### config.mk
export PLATFORM = sky130hd
export DESIGN_NAME = alu_datapath_flat
export DESIGN_NICKNAME = d
export VERILOG_FILES = /design/src/rtl/alu_datapath_pkg.sv /design/src/rtl/alu_datapath_if.sv /design/src/rtl/alu_datapath_addsub.sv /design/src/rtl/alu_datapath.sv /design/src/flat_wrapper.sv
export SDC_FILE = /design/constraint.sdc
export NUM_CORES = 1
export LEC_CHECK = 0
export CORE_ASPECT_RATIO = 0.8
export CORE_MARGIN = 2
export CORE_UTILIZATION = 43
export CTS_CLUSTER_DIAMETER = 80
export DETAILED_ROUTE_END_ITERATION = 10
export PLACE_DENSITY_LB_ADDON = 0.3
export SLEW_MARGIN = 5
export SYNTH_ARGS = -nofsm -noshare
export SYNTH_HDL_FRONTEND = slang
export SYNTH_SLANG_ARGS = --single-unit
### constraint.sdc
create_clock -name CLK -period 2.7 [get_ports CLK]
set_input_delay 0.27 -clock CLK [delete_from_list [all_inputs] [get_ports CLK]]
set_output_delay 0.27 -clock CLK [all_outputs]
set_load 0.05 [all_outputs]
### src/rtl/alu_datapath_pkg.sv
// Shared constants and types for the accumulator/B-register ALU datapath.
package alu_datapath_pkg;

  localparam int unsigned DefaultWidth = 8;

  typedef enum logic [1:0] {NONE, ACC, BREG, ALU} bus_src_e;

  // ALU wins over Breg, Breg over Acc, when several OEs are asserted.
  function automatic bus_src_e bus_select(input logic oe_acc, input logic oe_breg,
                                          input logic oe_alu);
    if (oe_alu) return ALU;
    if (oe_breg) return BREG;
    if (oe_acc) return ACC;
    return NONE;
  endfunction

endpackage

### src/rtl/alu_datapath_if.sv
// Control/bus bundle for alu_datapath; carry/zero exist only when ALU_FLAGS_EN is defined.
interface alu_datapath_if
  import alu_datapath_pkg::*;
#(
   parameter int unsigned WIDTH = DefaultWidth
);

   logic [WIDTH-1:0] Bus_in;
   logic [WIDTH-1:0] in;
   logic             WE_Acc;
   logic             load_Acc;
   logic             OE_Acc;
   logic             WE_Breg;
   logic             load_Breg;
   logic             OE_Breg;
   logic             OE_ALU;
   logic             SUB;
   logic [WIDTH-1:0] Acc_out;
   logic [WIDTH-1:0] Breg_out;
   logic [WIDTH-1:0] ALU_out;
   logic [WIDTH-1:0] Bus_out;
   logic             bus_drive;
   logic             bus_conflict;
`ifdef ALU_FLAGS_EN
   logic             carry;
   logic             zero;
`endif

   modport master (
      output Bus_in, in, WE_Acc, load_Acc, OE_Acc, WE_Breg, load_Breg, OE_Breg, OE_ALU, SUB,
      input  Acc_out, Breg_out, ALU_out, Bus_out, bus_drive, bus_conflict
`ifdef ALU_FLAGS_EN
      , input carry, zero
`endif
   );

   modport slave (
      input  Bus_in, in, WE_Acc, load_Acc, OE_Acc, WE_Breg, load_Breg, OE_Breg, OE_ALU, SUB,
      output Acc_out, Breg_out, ALU_out, Bus_out, bus_drive, bus_conflict
`ifdef ALU_FLAGS_EN
      , output carry, zero
`endif
   );

endinterface

### src/rtl/alu_datapath_addsub.sv
// Combinational WIDTH-bit adder/subtractor; on subtract, carry is the no-borrow flag.
module alu_datapath_addsub
  import alu_datapath_pkg::*;
#(
   parameter int unsigned WIDTH = DefaultWidth
) (
   input  logic [WIDTH-1:0] a,
   input  logic [WIDTH-1:0] b,
   input  logic             sub,
   output logic [WIDTH-1:0] sum,
   output logic             carry
);

   logic [WIDTH-1:0] b_eff;
   logic [WIDTH:0]   full;

   // a - b computed as a + ~b + 1 so the carry-out reads as "no borrow".
   assign b_eff = b ^ {WIDTH{sub}};
   assign full  = {1'b0, a} + {1'b0, b_eff} + {{WIDTH{1'b0}}, sub};
   assign sum   = full[WIDTH-1:0];
   assign carry = full[WIDTH];

endmodule

### src/rtl/alu_datapath.sv
// Acc/B registers, registered ALU result and prioritised bus driver.
// Define ALU_FLAGS_EN to add registered carry/zero flags.
module alu_datapath
  import alu_datapath_pkg::*;
#(
   parameter int unsigned WIDTH = DefaultWidth
) (
   input  logic          CLK,
   input  logic          RESET,
   alu_datapath_if.slave bus
);

   logic [WIDTH-1:0] acc_q, acc_d;
   logic [WIDTH-1:0] breg_q, breg_d;
   logic [WIDTH-1:0] alu_q;
   logic [WIDTH-1:0] sum;
   bus_src_e         bus_src;

`ifdef ALU_FLAGS_EN
   logic carry_w;
   logic carry_q;
   logic zero_q;
`else
   logic carry_unused;
`endif

   alu_datapath_addsub #(
      .WIDTH(WIDTH)
   ) u_addsub (
      .a    (acc_q),
      .b    (breg_q),
      .sub  (bus.SUB),
`ifdef ALU_FLAGS_EN
      .carry(carry_w),
`else
      .carry(carry_unused),
`endif
      .sum  (sum)
   );

   // Bus write has priority over programmer load.
   always_comb begin
      acc_d = acc_q;
      if (bus.WE_Acc) acc_d = bus.Bus_in;
      else if (bus.load_Acc) acc_d = bus.in;

      breg_d = breg_q;
      if (bus.WE_Breg) breg_d = bus.Bus_in;
      else if (bus.load_Breg) breg_d = bus.in;
   end

   always_ff @(posedge CLK or posedge RESET) begin
      if (RESET) begin
         acc_q  <= '0;
         breg_q <= '0;
         alu_q  <= '0;
      end else begin
         acc_q  <= acc_d;
         breg_q <= breg_d;
         alu_q  <= sum;
      end
   end

`ifdef ALU_FLAGS_EN
   always_ff @(posedge CLK or posedge RESET) begin
      if (RESET) begin
         carry_q <= 1'b0;
         zero_q  <= 1'b0;
      end else begin
         carry_q <= carry_w;
         zero_q  <= (sum == '0);
      end
   end

   assign bus.carry = carry_q;
   assign bus.zero  = zero_q;
`endif

   assign bus_src = bus_select(bus.OE_Acc, bus.OE_Breg, bus.OE_ALU);

   always_comb begin
      bus.Bus_out = '0;
      case (bus_src)
         ALU:     bus.Bus_out = alu_q;
         BREG:    bus.Bus_out = breg_q;
         ACC:     bus.Bus_out = acc_q;
         default: bus.Bus_out = '0;
      endcase
   end

   assign bus.bus_drive    = bus.OE_Acc | bus.OE_Breg | bus.OE_ALU;
   assign bus.bus_conflict = (bus.OE_Acc & bus.OE_Breg) | (bus.OE_Acc & bus.OE_ALU) |
                             (bus.OE_Breg & bus.OE_ALU);

   assign bus.Acc_out  = acc_q;
   assign bus.Breg_out = breg_q;
   assign bus.ALU_out  = alu_q;

endmodule

### src/flat_wrapper.sv
// flat-port wrapper written by rule: the top's interface ports become plain ports
module alu_datapath_flat import alu_datapath_pkg::*;
#(
   parameter int unsigned WIDTH = DefaultWidth
)
  (CLK, RESET, bus_Bus_in, bus_in, bus_WE_Acc, bus_load_Acc, bus_OE_Acc, bus_WE_Breg, bus_load_Breg, bus_OE_Breg, bus_OE_ALU, bus_SUB, bus_Acc_out, bus_Breg_out, bus_ALU_out, bus_Bus_out, bus_bus_drive, bus_bus_conflict);
  alu_datapath_if #(.WIDTH(WIDTH)) bus_i ();
  input  logic CLK;
  input  logic RESET;
  input wire logic [$bits(bus_i.Bus_in)-1:0] bus_Bus_in;
  input wire logic [$bits(bus_i.in)-1:0] bus_in;
  input wire logic [$bits(bus_i.WE_Acc)-1:0] bus_WE_Acc;
  input wire logic [$bits(bus_i.load_Acc)-1:0] bus_load_Acc;
  input wire logic [$bits(bus_i.OE_Acc)-1:0] bus_OE_Acc;
  input wire logic [$bits(bus_i.WE_Breg)-1:0] bus_WE_Breg;
  input wire logic [$bits(bus_i.load_Breg)-1:0] bus_load_Breg;
  input wire logic [$bits(bus_i.OE_Breg)-1:0] bus_OE_Breg;
  input wire logic [$bits(bus_i.OE_ALU)-1:0] bus_OE_ALU;
  input wire logic [$bits(bus_i.SUB)-1:0] bus_SUB;
  output wire logic [$bits(bus_i.Acc_out)-1:0] bus_Acc_out;
  output wire logic [$bits(bus_i.Breg_out)-1:0] bus_Breg_out;
  output wire logic [$bits(bus_i.ALU_out)-1:0] bus_ALU_out;
  output wire logic [$bits(bus_i.Bus_out)-1:0] bus_Bus_out;
  output wire logic [$bits(bus_i.bus_drive)-1:0] bus_bus_drive;
  output wire logic [$bits(bus_i.bus_conflict)-1:0] bus_bus_conflict;
  assign bus_i.Bus_in = bus_Bus_in;
  assign bus_i.in = bus_in;
  assign bus_i.WE_Acc = bus_WE_Acc;
  assign bus_i.load_Acc = bus_load_Acc;
  assign bus_i.OE_Acc = bus_OE_Acc;
  assign bus_i.WE_Breg = bus_WE_Breg;
  assign bus_i.load_Breg = bus_load_Breg;
  assign bus_i.OE_Breg = bus_OE_Breg;
  assign bus_i.OE_ALU = bus_OE_ALU;
  assign bus_i.SUB = bus_SUB;
  assign bus_Acc_out = bus_i.Acc_out;
  assign bus_Breg_out = bus_i.Breg_out;
  assign bus_ALU_out = bus_i.ALU_out;
  assign bus_Bus_out = bus_i.Bus_out;
  assign bus_bus_drive = bus_i.bus_drive;
  assign bus_bus_conflict = bus_i.bus_conflict;
  alu_datapath #(.WIDTH(WIDTH)) u_core (.CLK(CLK), .RESET(RESET), .bus(bus_i));
endmodule
; ---- Yosys cells after proc, flatten, opt, wreduce, memory -nomap -nowiden
; Cells that the tools add are included.
[classes]
n_addsub = 2
n_mul = 0
n_div = 0
order_cmp = 0
eq_ne = 3
n_shift = 0
mux = 17
n_bitwise = 8
n_reduce_logical = 2
[op_table]
columns = operator, n
row1 = two-way mux 8 bit, 4
row2 = one-hot mux 8 bit (3 select lines), 1
row3 = two-way mux 2 bit, 6
row4 = adder 8 x 1 -> 8 bit, 1
row5 = adder 8 bit, 1
row6 = XOR 8 bit, 1
row7 = two-way mux 1 bit, 6
row8 = == test 2 bit (second input constant), 2
row9 = OR 1 bit, 4
row10 = nonzero test 2 bit, 2
row11 = bitwise AND 1 bit, 3
row12 = == test 2 x 1 -> 1 bit (second input constant), 1
[word_totals]
reg_bits = 24
latchBits = 0
ramBits = 0
rom_bits = 0
input_bits = 26
output_inout_bits = 34
word_cells = 35
memories = 0

; ---- Longest topological paths before layout
; Gate-level depths: netlist of run 1.
[depth]
depth_word = 9
ltp_mapped = 7
mapped_depth_nobuf = 6

; ---- By module
; From an unflattened synthesis of run 1, not the netlist that was laid out.
[hier_totals]
cells_unflattened = 163
area_unflattened_um2 = 1572.8
[by_module_without_submodules]
columns = mod, instances, cells_per_inst, area_per_inst_um2, seq_area_each_um2
row1 = alu_datapath, 1, 115, 1174.9, 600.6
row2 = alu_datapath_addsub, 1, 48, 397.9, 0.0

; ---- Least setup slack after synthesis of run 1
; No wires, ideal clock.
[synth_path]
path_kind = register -> output
startpoint = register u_core.acc_q[1], in the netlist u_core.bus.Acc_out[1]
endpoint = output port bus_Bus_out[1]
arrival_ns = 2.023
t_required_ns = 2.430
slack_ns = 0.407
path_stages_with_launch = 5
n_path_buf = 0
path_cell_list = dfrtp_1 nand2_1 nor2_1 a21oi_1 o21ai_0
[synth_via]
elab_chain_len = 1
[synth_lines]
columns = item, line_no
row1 = start: declaration, alu_datapath.sv:13  ; logic [WIDTH-1:0] acc_q, acc_d;
row2 = start signal: assignment, alu_datapath.sv:54  ; acc_q <= '0;
row3 = start signal: assignment, alu_datapath.sv:58  ; acc_q <= acc_d;
row4 = one-hot mux 8 bit (3 select lines), alu_datapath.sv:83  ; case (bus_src)
row5 = end: declaration, flat_wrapper.sv:23  ; output wire logic [$bits(bus_i.Bus_out)-1:0] bus_Bus_out;
; Every way passes these cells.

; ---- Worst setup path in the final report of run 1
[layout_path]
startpoint = input port bus_SUB
endpoint = register u_core.alu_q[5], in the netlist u_core.bus.ALU_out[5]
[layout_via]
elab_chain_len = 3
[layout_lines]
columns = item, line_no
row1 = start: declaration, flat_wrapper.sv:19  ; input wire logic [$bits(bus_i.SUB)-1:0] bus_SUB;
row2 = XOR 8 bit, alu_datapath_addsub.sv:18  ; assign b_eff = b ^ {WIDTH{sub}};
row3 = adder 8 bit, alu_datapath_addsub.sv:19  ; assign full = {1'b0, a} + {1'b0, b_eff} + {{WIDTH{1'b0}}, sub};
row4 = adder 8 x 1 -> 8 bit *, alu_datapath_addsub.sv:19
row5 = via u_core.sum[5], alu_datapath.sv:16  ; logic [WIDTH-1:0] sum;
row6 = end signal: assignment, alu_datapath.sv:60  ; alu_q <= sum;
row7 = end: declaration, alu_datapath.sv:15  ; logic [WIDTH-1:0] alu_q;
; Mark *: on every way through the listed nets, which the timed path passes. The rest lies on a longest branch.
; A chain may end at the register's enable or synchronous reset.

==> results of run 1 <==
[area by class of cell]
cell class              instances  area (sq um)
flip-flops and latches         24           601
inverters                       2          7.51
repair buffers                 65           613
clock buffers                   3          41.3
clock inverters                 1          30.0
fillers                       307          1210
multi-input cells             131           872
well taps                      42          52.6
[through the flow]
stage,area [sq um],worst slack (ns)
2_1_floorplan,1530,0.407
3_3_place_gp,2150,0.283
3_5_place_dp,2150,0.251
4_1_cts,2220,0.521
5_1_grt,2220,0.345
6_report,2220,0.536
[critical path, stage by stage]
cell	delay, ns
clkdlybuf4s50_1	0.54
buf_4	0.16
xor2_1	0.15
ha_1	0.30
and4_1	0.22
a211o_2	0.36
a211oi_2	0.23
xnor2_1	0.14
[synth_stat cells (all sizes together)]
cell type	n	area, sq um
a21oi	10	50.1
maj3	1	10.0
ha	6	75.1
a21o	2	16.3
buf	1	11.3
o221ai	1	15.0
o21ai	24	120
dfrtp	24	601
a211oi	1	12.5
o311ai	1	8.76
or3	2	12.5
fa	1	20.0
nor2	9	33.8
nor2b	2	12.5
a211o	1	10.0
and4	2	17.5
nand2b	1	6.26
a221oi	1	8.76
inv	2	7.51
and3	1	6.26
nand2	32	120
xnor2	6	52.6
xor2	8	70.1
a2111o	1	11.3
nand3b	1	7.51
mux2i	16	160
mux2	1	15.0
clkbuf	9	33.8
[logic make-up (layout without fill, tap and decap cells)]
family | after synthesis | in the layout
AOI/OAI and AO/OA | 42 | 42
xor gates and xnor gates | 14 | 14
adders and majority gates | 8 | 8
buffers and inverters | 12 | 71
DFF | 24 | 24
muxes | 17 | 17
and+or+nand+nor | 50 | 50
[how the worst min path moves through the flow]
stage | depth (start not counted) | slack [ns] | end | startpoint
3_3_place_gp | 1 | 0.56 | u_core.bus.ALU_out[0]$_DFF_PP0_ | u_core.bus.Acc_out[0]$_DFFE_PP0P_
2_1_floorplan | 1 | 0.28 | u_core.bus.ALU_out[0]$_DFF_PP0_ | RESET
4_1_cts | 2 | 0.53 | u_core.bus.Breg_out[0]$_DFFE_PP0P_ | RESET
3_5_place_dp | 1 | 0.56 | u_core.bus.ALU_out[0]$_DFF_PP0_ | u_core.bus.Acc_out[0]$_DFFE_PP0P_
5_1_grt | 3 | 0.59 | u_core.bus.Breg_out[6]$_DFFE_PP0P_ | bus_Bus_in[6]
6_report | 2 | 0.50 | u_core.bus.Breg_out[0]$_DFFE_PP0P_ | RESET
[per-layer routing]
layer / up-vias / track usage, % / share of wire, %
li1: 691 / - / -
met1: 647 / 27.9 / 45
met2: 51 / 34.4 / 48
met3: 4 / 4.95 / 6.0
met4: 0 / 3.50 / 0.74
met5: - / 0 / 0
[flip-flops by register name, indices dropped and copies added, names as in the netlist]
signal,flops
u_core.bus.Breg_out,8
u_core.bus.Acc_out,8
u_core.bus.ALU_out,8
[power by group through the flow]
stage | logic [mW] | registers (mW) | clock network (mW)
after floorplan | 0.351 | 0.748 | 0
after global placement | 0.893 | 0.494 | 0
after detailed placement | 0.906 | 0.496 | 0
after CTS | 0.910 | 0.488 | 0.316
after global routing | 0.956 | 0.501 | 0.332
final | 0.905 | 0.488 | 0.313
==> results.json, run 1 <==
{
  "vias_per_cell": 5.20,
  "routed-via-count": 1393,
  "fin_crit_ns": 2.16,
  "grt_pass1_vias": 1399,
  "max_freq_mhz": 462,
  "ctsHoldBuffers": 0,
  "clockPowerShare_pct": 18.4,
  "dieArea_sq_um": 4040,
  "synthCells": 167,
  "switchingPower_mw": 0.750,
  "maxSlewViolCount": 0,
  "min_path_type": "input port to async pin",
  "clock_latency_ns": 0.26,
  "crit_type": "input port to flip-flop",
  "finalClockSkew_ns": 0.00330,
  "syn_area_sq_um": 1530,
  "numCtsBuffers": 3,
  "p_seq_share_pct": 28.6,
  "end_kind": "flip-flop",
  "yosys-mux-area-fraction_pct": 11.5,
  "dp_cells": 264,
  "htreeDepth": 1,
  "cp-start-kind": "input port",
  "yosysWarnings": 0,
  "hold_violations": 0,
  "fin_crit_sh_pct": 80.2,
  "vdd_drop_max_mv": 0.393,
  "rr_worst_depth": 6,
  "layout.cells.most_common": "clkdlybuf4s50_1",
  "clockBufferDepth": 2,
  "final_cell_mix": "clkdlybuf4s50_1 (50), nand2_1 (32), o21ai_0 (24), dfrtp_1 (24), mux2i_1 (16)",
  "synth_top_family_by_area": "compound AO/OA/AOI/OAI gates",
  "hold_slack_ns": 0.496,
  "clk_pin_slew_worst_paths_ns": 0.09,
  "power_mw": 1.71,
  "antenna_found_initial": 0,
  "layoutNonFillerInstCount": 268,
  "yosys.area_share.simple_pct": 14.2,
  "cts_sinks": 24,
  "die_h_um": 57.3,
  "reg2reg_from": "u_core.bus.Breg_out[0]$_DFFE_PP0P_",
  "p_per_area_nw_per_um2": 770,
  "seq_area_frac_synth_pct": 39.4,
  "crit_fanout": 5,
  "dp_hpwl_mm": 3.09,
  "antenna_cells": 0,
  "core_area_sq_um": 3420,
  "drcViolationCount": 0,
  "wl_per_cell_um": 14.6,
  "row_count": 19,
  "synth-seq-cells": 24,
  "root_buffer": "clkbuf_8",
  "layout-drive-gt1-share_pct": 10.6,
  "rsz0062_at_grt": "false",
  "first_pass_iters": 6,
  "ant_nets": 0,
  "synth_xor_area_share_pct": 8.04,
  "r2r_slack_ns": 0.54,
  "grt_pass1_wl_mm": 6.62,
  "postRouteWirelength_mm": 3.92,
  "critPathArrivalTime_ns": 2.36,
  "grt_max_degree": 25,
  "synth.distinct_cells": 29,
  "p_sw_share_pct": 43.9,
  "grt_overflow": 0,
  "start_util_pct": 44.6,
  "drtIter0Drc": 80,
  "synth_compound_area_share_pct": 16.6,
  "grtUsageTotal_pct": 20.5,
  "syn2layout_area_growth_pct": 45.4,
  "startpoint": "bus_SUB",
  "r2r_end": "u_core.bus.ALU_out[6]$_DFF_PP0_",
  "synthAdderAreaFrac_pct": 6.89,
  "io-pin-count": 60,
  "gp_congestion": 0.818,
  "status": "completed",
  "post-cts-setup-buffers": 0,
  "cts_resized": 0,
  "finalSetupViolCount": 0,
  "drv_cap": 0,
  "synth_fp_nets": 200,
  "internal_power_mw": 0.957,
  "final.setup.tns_ns": 0,
  "io_buffers": 59,
  "syn_area_per_cell_sq_um": 9.13,
  "dieWidth_um": 70.6,
  "p_comb_share_pct": 53.1,
  "cp.required_ns": 2.89,
  "relSlewSlack_pct": 40.5,
  "setup.worst_path.end": "u_core.bus.ALU_out[5]$_DFF_PP0_",
  "fin_util_pct": 64.8,
  "tightest_slew_ns": 0.891,
  "p_leak_nw": 1.00,
  "final_nets": 260,
  "cts_tree": "built"
}
No activity file was read; power rests on OpenSTA's default activity.
==> run 2: changes to the inputs <==
--- a/config.mk
+++ b/config.mk
@@ -7,7 +7,7 @@
 export LEC_CHECK = 0
 export CORE_ASPECT_RATIO = 0.8
 export CORE_MARGIN = 2
-export CORE_UTILIZATION = 43
+export CORE_UTILIZATION = 39
 export CTS_CLUSTER_DIAMETER = 80
 export DETAILED_ROUTE_END_ITERATION = 10
 export PLACE_DENSITY_LB_ADDON = 0.3
==> constraint.sdc (replaced) <==
create_clock -name CLK -period 1.9 [get_ports CLK]
set_input_delay 0.19 -clock CLK [delete_from_list [all_inputs] [get_ports CLK]]
set_output_delay 0.19 -clock CLK [all_outputs]
set_load 0.05 [all_outputs]
==> run 2 against run 1 <==
Compared with the run above:
- total power rose by 51%
- via count rose by 6.1%
- register-to-register slack got worse by 0.49 ns
- clock power rose by 13%
- worst hold slack got worse by 0.23 ns
- worst setup slack got worse by 0.49 ns
- sequential share of layout area fell by 2.9 points
- clock skew rose by 0.0021 ns
- final cell count rose by 13%
- non-clock buffer count rose by 22
- die area rose by 9.6%
- critical endpoint unchanged
==> results.json, run 2 (same netlist as run 1, synthesis figures left out) <==
{
  "drtIter0Drc": 52,
  "final_nets": 282,
  "max_freq_mhz": 538,
  "maxSlewViolCount": 0,
  "postRouteWirelength_mm": 4.15,
  "drcViolationCount": 0,
  "antenna_found_initial": 0,
  "cp-start-kind": "flip-flop",
  "finalSetupViolCount": 0,
  "grt_pass1_wl_mm": 6.83,
  "status": "completed",
  "vdd_drop_max_mv": 0.542,
  "finalClockSkew_ns": 0.00539,
  "dieArea_sq_um": 4430,
  "clockBufferDepth": 2,
  "start_util_pct": 40.4,
  "rsz0062_at_grt": "true",
  "power_mw": 2.58,
  "io-pin-count": 60,
  "cp.required_ns": 2.09,
  "io_buffers": 59,
  "r2r_slack_ns": 0.04,
  "clk_pin_slew_worst_paths_ns": 0.09,
  "antenna_cells": 0,
  "numCtsBuffers": 3,
  "drv_cap": 0,
  "layout.cells.most_common": "clkdlybuf4s50_1",
  "crit_fanout": 2,
  "cts_tree": "built",
  "final_cell_mix": "clkdlybuf4s50_1 (48), nand2_1 (32), buf_4 (29), dfrtp_1 (18)",
  "p_sw_share_pct": 43.5,
  "gp_congestion": 0.852,
  "clockPowerShare_pct": 13.7,
  "fin_crit_sh_pct": 97.7,
  "hold_violations": 0,
  "end_kind": "flip-flop",
  "p_seq_share_pct": 26.6,
  "min_path_type": "input port to async pin",
  "grt_pass1_vias": 1450,
  "die_h_um": 59.9,
  "critPathArrivalTime_ns": 2.05,
  "wl_per_cell_um": 13.7,
  "row_count": 20,
  "syn2layout_area_growth_pct": 64.7,
  "grtUsageTotal_pct": 20.2,
  "p_per_area_nw_per_um2": 1030,
  "p_comb_share_pct": 59.7,
  "clock_latency_ns": 0.27,
  "internal_power_mw": 1.46,
  "grt_max_degree": 25,
  "tightest_slew_ns": 0.555,
  "htreeDepth": 1,
  "routed-via-count": 1478,
  "hold_slack_ns": 0.271,
  "ant_nets": 0,
  "first_pass_iters": 4,
  "vias_per_cell": 4.88,
  "relSlewSlack_pct": 62.9,
  "p_leak_nw": 1.13,
  "core_area_sq_um": 3780,
  "cts_sinks": 24,
  "fin_crit_ns": 1.86,
  "root_buffer": "clkbuf_8",
  "grt_overflow": 0,
  "dieWidth_um": 73.9,
  "crit_type": "flip-flop to flip-flop",
  "switchingPower_mw": 1.12,
  "layout-drive-gt1-share_pct": 22.6,
  "dp_hpwl_mm": 3.27,
  "final.setup.tns_ns": 0
}
==> run 2: what timing repair did <==
item / in CTS / in global routing
pin swaps: 0 / 4
hold buffers: 0 / 0
endpoints found under the hold margin: 0 / 0
endpoints found under the setup margin: 4 / 3
resized for setup: 4 / 1
buffers inserted: 0 / 2
==> run 2: routing by layer <==
layer  vias up  GRT usage [%]  wire (um)
li1        746              -          -
met1       679           28.4       2060
met2        49           33.2       1860
met3         4           3.04        201
met4         0           4.42         24
met5         -              0          0
==> run 2: layout make-up <==
class	count	area, sq um
timing repair buffer	87	887
tap	55	68.8
sequential	24	608
multi-input combinational	131	886
clock buffer	4	55.1
inverter	2	7.51
fill	312	1270
==> run 2: metrics by stage <==
stage	std cells	instance area (sq um)	setup slack (ns)	util [%]
final	303	2510	0.0428	66.5
after global routing	303	2510	-0.0615	66.5
after CTS	301	2490	-0.0154	65.9
after detailed placement	297	2430	-0.455	64.3
after global placement	297	2430	-0.387	64.3
after floorplan	167	1530	-0.207	-
==> run 2: path summary, 6_finish.rpt <==
kind / start / to / cells past startpoint
worst max-delay path: u_core.bus.Breg_out[1]$_DFFE_PP0P_ / u_core.bus.ALU_out[5]$_DFF_PP0_ / 6
worst min-delay path: RESET / u_core.bus.ALU_out[0]$_DFF_PP0_ / 3
worst max register to register: u_core.bus.Breg_out[1]$_DFFE_PP0P_ / u_core.bus.ALU_out[5]$_DFF_PP0_ / 6
worst min register to register: u_core.bus.Acc_out[0]$_DFFE_PP0P_ / u_core.bus.ALU_out[0]$_DFF_PP0_ / 2
max in group asynchronous: RESET / u_core.bus.Breg_out[4]$_DFFE_PP0P_ / 3
min in group CLK: bus_Bus_in[2] / u_core.bus.Breg_out[2]$_DFFE_PP0P_ / 3
==> run 2: power groups by stage <==
stage	sequential, mW	combinational (mW)	clock, mW
global route	0.701	1.62	0.383
global placement	0.694	1.50	0
CTS	0.685	1.53	0.357
detailed placement	0.695	1.52	0
floorplan	1.06	0.504	0
finish	0.686	1.54	0.354
==> run 2: critical path, cell delays in order (launching register included) <==
cell and delay [ns]:
dfrtp_2 0.44, xor2_2 0.20, ha_1 0.30, and4_1 0.22
a211o_2 0.32, a211oi_2 0.18, xnor2_1 0.13
==> run 3: changes to the inputs <==
--- a/config.mk
+++ b/config.mk
@@ -5,12 +5,13 @@
 export SDC_FILE = /design/constraint.sdc
 export NUM_CORES = 1
 export LEC_CHECK = 0
+export ABC_CLOCK_PERIOD_IN_PS = 1900
 export CORE_ASPECT_RATIO = 0.8
 export CORE_MARGIN = 2
 export CORE_UTILIZATION = 39
 export CTS_CLUSTER_DIAMETER = 80
 export DETAILED_ROUTE_END_ITERATION = 10
-export PLACE_DENSITY_LB_ADDON = 0.3
+export PLACE_DENSITY = 0.76
 export SLEW_MARGIN = 5
 export SYNTH_ARGS = -nofsm -noshare
 export SYNTH_HDL_FRONTEND = slang
==> run 3 against run 2 <==
Compared with the run above:
- clock power is 29% higher
- cell area up 0.70%
- critical endpoint unchanged
- worst setup slack got worse by 0.017 ns
- worst hold slack worse by 0.0092 ns
- first-iteration DRC count increased by 62%
- maximum frequency is 0.91% lower
- register-to-register slack worse by 0.02 ns
- non-clock buffer count unchanged
- sequential power rose by 1%
- utilization up 0.46 points
- total power grew 5.5%
- sequential share of layout area decreased by 0.17 points
==> results.json, run 3 (same netlist as run 1, synthesis figures left out) <==
{
  "worst_slack_ns": 0.0258,
  "clk_pin_slew_worst_paths_ns": 0.09,
  "layout.cells.most_common": "clkdlybuf4s50_1",
  "routed-via-count": 1521,
  "min_path_type": "input port to async pin",
  "p_comb_share_pct": 57.7,
  "finalSetupViolCount": 0,
  "first_pass_iters": 4,
  "drtIter0Drc": 84,
  "status": "completed",
  "cts_tree": "built",
  "cp-start-kind": "flip-flop",
  "final_cell_mix": "clkdlybuf4s50_1 (47), nand2_1 (32), buf_4 (29), dfrtp_1 (18)",
  "p_leak_nw": 1.15,
  "cts_sinks": 24,
  "p_per_area_nw_per_um2": 1080,
  "tightest_slew_ns": 0.556,
  "drcViolationCount": 0,
  "clockPowerShare_pct": 16.7,
  "final_nets": 282,
  "clock_latency_ns": 0.27,
  "start_util_pct": 40.4,
  "startpoint": "u_core.bus.Breg_out[3]$_DFFE_PP0P_",
  "crit_fanout": 4,
  "dp_slack_ns": -0.555,
  "grt_max_degree": 25,
  "gp_congestion": 0.773,
  "layout-drive-gt1-share_pct": 23.0,
  "internal_power_mw": 1.57,
  "drv_cap": 0,
  "nFillCells": 296,
  "critPathArrivalTime_ns": 2.07,
  "io-pin-count": 60,
  "multi_input_area_sq_um": 893,
  "fin_crit_ns": 1.87,
  "io_buffers": 59,
  "p_seq_share_pct": 25.6,
  "dieWidth_um": 73.9,
  "rsz0062_at_grt": "true",
  "relSlewSlack_pct": 62.8,
  "vias_per_cell": 5.02,
  "grt_pass1_wl_mm": 7.16,
  "root_buffer": "clkbuf_8",
  "row_count": 20,
  "clockBufferDepth": 2,
  "switchingPower_mw": 1.15,
  "core_area_sq_um": 3780,
  "finalClockSkew_ns": 0.00364,
  "reg2reg_from": "u_core.bus.Breg_out[3]$_DFFE_PP0P_",
  "numCtsBuffers": 3,
  "vdd_drop_max_mv": 0.560,
  "syn2layout_area_growth_pct": 65.9,
  "grt_pass1_vias": 1481,
  "seq_area_sq_um": 608,
  "p_sw_share_pct": 42.4,
  "wl_per_cell_um": 14.8,
  "r2r_slack_ns": 0.03,
  "postRouteWirelength_mm": 4.49,
  "ant_nets": 0,
  "antenna_found_initial": 0,
  "hold_slack_ns": 0.262,
  "fin_crit_sh_pct": 98.6,
  "grtUsageTotal_pct": 21.7,
  "dieArea_sq_um": 4430,
  "cp.required_ns": 2.10,
  "htreeDepth": 1,
  "maxSlewViolCount": 0,
  "crit_type": "flip-flop to flip-flop",
  "die_h_um": 59.9,
  "end_kind": "flip-flop",
  "antenna_cells": 0,
  "hold_violations": 0,
  "max_freq_mhz": 534,
  "dp_hpwl_mm": 3.34,
  "grt_overflow": 0
}
==> run 3: cell types whose count changed in the layout (fill, tap and decap cells not counted), sizes merged <==
cell           change
bufinv             +1
clkbuf             -1
clkdlybuf4s50      -1
dlymetal6s2s       +1
==> run 3: per-layer routing <==
layer	wire [um]	global-route usage (%)
met1	2120	30.1
met2	2090	36.0
met5	0	0
met3	236	3.37
met4	48	4.68
==> run 3: per-stage QoR <==
| step | TNS [ns] | area [sq um] | util [%] | power [mW] | std cells |
|---|---|---|---|---|---|
| final | 0 | 2530 | 67.0 | 2.72 | 303 |
| after global placement | -1.55 | 2410 | 63.8 | 2.20 | 296 |
| after global routing | -0.0536 | 2530 | 67.0 | 2.84 | 303 |
| after CTS | 0 | 2490 | 65.9 | 2.69 | 301 |
| after detailed placement | -1.90 | 2410 | 63.8 | 2.23 | 296 |
| after floorplan | -0.288 | 1530 | - | 1.57 | 167 |
==> run 3: repair_timing <==
| item | CTS | global route |
|---|---|---|
| endpoints found under the setup margin | 4 | 5 |
| hold buffers | 0 | 0 |
| endpoints found under the hold margin | 0 | 0 |
| gates resized for setup | 3 | 5 |
| buffers inserted | 1 | 2 |
| pin swaps | 1 | 4 |
==> run 3: worst paths after layout <==
path	endpoint	cells past startpoint
setup / recovery	u_core.bus.ALU_out[5]$_DFF_PP0_	6
hold / removal	u_core.bus.ALU_out[0]$_DFF_PP0_	3
setup reg to reg	u_core.bus.ALU_out[5]$_DFF_PP0_	6
hold reg to reg	u_core.bus.ALU_out[0]$_DFF_PP0_	2
max in group asynchronous	u_core.bus.Breg_out[4]$_DFFE_PP0P_	3
min in group CLK	u_core.bus.Acc_out[6]$_DFFE_PP0P_	3
==> run 3: power groups by stage <==
stage          Sequential, mW  Combinational, mW  Clock, mW
2_1_floorplan            1.06              0.504          0
3_3_place_gp            0.700               1.50          0
3_5_place_dp            0.705               1.52          0
4_1_cts                 0.694               1.54      0.453
5_1_grt                 0.711               1.66      0.473
6_report                0.696               1.57      0.455
==> run 3: final cells by class <==
class | count | area share [%]
multi-input combinational | 131 | 35.3
tap | 55 | 2.72
sequential | 24 | 24.0
clock inverter | 1 | 1.19
clock buffer | 3 | 1.63
timing repair buffer | 87 | 34.8
inverter | 2 | 0.297
==> run 3: critical path, cell delays in order, from the launching register on <==
cell and delay, ns:
dfrtp_2 0.43, xor2_1 0.17, ha_1 0.35, and4_1 0.21
a211o_2 0.33, a211oi_2 0.17, xnor2_1 0.14
==> variant (config.mk and constraints of run 2) <==
The package constant `DefaultWidth` goes from 8 to 6.
--- a/src/rtl/alu_datapath_pkg.sv
+++ b/src/rtl/alu_datapath_pkg.sv
@@ -3,3 +3,3 @@
 
-  localparam int unsigned DefaultWidth = 8;
+  localparam int unsigned DefaultWidth = 6;
 
Interface: changed (6 resized); port bits go from 60 to 48. The function was not compared with the original's and may differ.
==> variant against run 2 <==
- synthesized area decreased by 28%
- combinational power decreased by 33%
- design area decreased by 31%
- clock skew decreased by 0.0015 ns
- sequential cell count decreased by 6
- global-route usage decreased by 2.4 points
- power decreased by 31%
- routed wire length decreased by 34%
- setup slack improved by 0.044 ns
- largest cell class is now multi-input gates
==> variant: results (changes against run 2) <==
CP endpoint bus_Breg_out[0]; Post-synth top cells 25 x nand2_1, 18 x dfrtp_1, 18 x o21ai_0, 12 x mux2i_1, 8 x a21oi_1; crit path DAT 1.62 ns (-0.43 ns); run status completed; met3 WL 185 um (-8.0%); max incr delay on CP 0.85 ns (+0.41 ns); Buffers, non-clock 54 (-38%); Worst Tran Pin Value 0.6955 ns (+0.1407 ns); layout cell share with drive strength beyond 1 12.14% (-10 points); Post-DP HPWL 2258 um (-31%); CP max FO 5 (+3); Fillers 258 (-17%); Multi-In Gates 92 (-30%); # resized after CTS 0 (-4); clk_skew 0.003882 ns (-0.001504 ns); met2 wire length 1266 um (-32%); via count 1005 (-32%); Mean Syn Cell Area 8.962 um^2 (-1.9%); gr usage total 17.85% (-2.4 points); Mapped Nets 150 (-25%); Post-Synth Adder-Cell Area 7.264% (+0.37 points); initial drt markers 19 (-63%); Slowest-stage cell, CP clkdlybuf4s50_1; switching pwr 790.2 uW (-30%); Non-Filler Instances 211 (-30%); Worst R2R Setup Slack 0.25 ns (+0.21 ns); post-synthesis compound-gate area fraction 14.53% (-2.0 points); Final GP Congestion 0.7565 (-11%); Synth Area in XOR/XNOR 8.740% (+0.70 points); buffering overhead 34.01% (-1.3 points); worst reg2reg path startpoint u_core.bus.Breg_out[2]; routing usage on met3 3.896% (+0.86 points); area of the multi-input gates 593.1 um^2 (-33%); M2 GR Usage 31.40% (-1.8 points); wl on met1 1260 um (-39%); overall power 1.786 mW (-31%); Port Buf Inserts 47 (-20%); met1 Usage GRT 22.24% (-6.2 points); NumNets Final 201 (-29%); Clk Latency, worst-skew pair 0.29 ns (+0.02 ns); WL final 2724 um (-34%); Max IR drop VDD 421.2 uV (-22%); pin count of the biggest net entering global routing 19 (-24%); CP top delay family buffers and inverters; worst setup path start u_core.bus.Breg_out[0]; Clk. pwr 239 uW (-32%); Inverters excl. clock 5 (+3)
==> variant: changes by cell type after synthesis, sizes merged, moves of 2 or more <==
cell,change
nor2,-3
clkbuf,-4
nand2,-7
ha,-2
o21ai,-5
dfrtp,-6
a21oi,-2
buf,+2
xor2,-2
nor2b,-2
mux2i,-3
and4,-2
inv,+3
==> variant: metrics by stage <==
| step | utilization (%) | setup TNS, ns | setup WS, ns | area [um^2] | hold WS (ns) |
|---|---|---|---|---|---|
| final | 63.79 | 0 | 0.08691 | 1737 | 0.3095 |
| after global routing | 63.79 | 0 | 0.004972 | 1737 | 0.3472 |
| after CTS | 63.79 | 0 | 0.07351 | 1737 | 0.3190 |
| after detailed placement | 62.45 | -0.01042 | -0.01042 | 1700 | 0.5647 |
| after global placement | 62.45 | 0 | 0.03945 | 1700 | 0.5646 |
| after floorplan | - | 0 | 0.06746 | 1102 | 0.1286 |
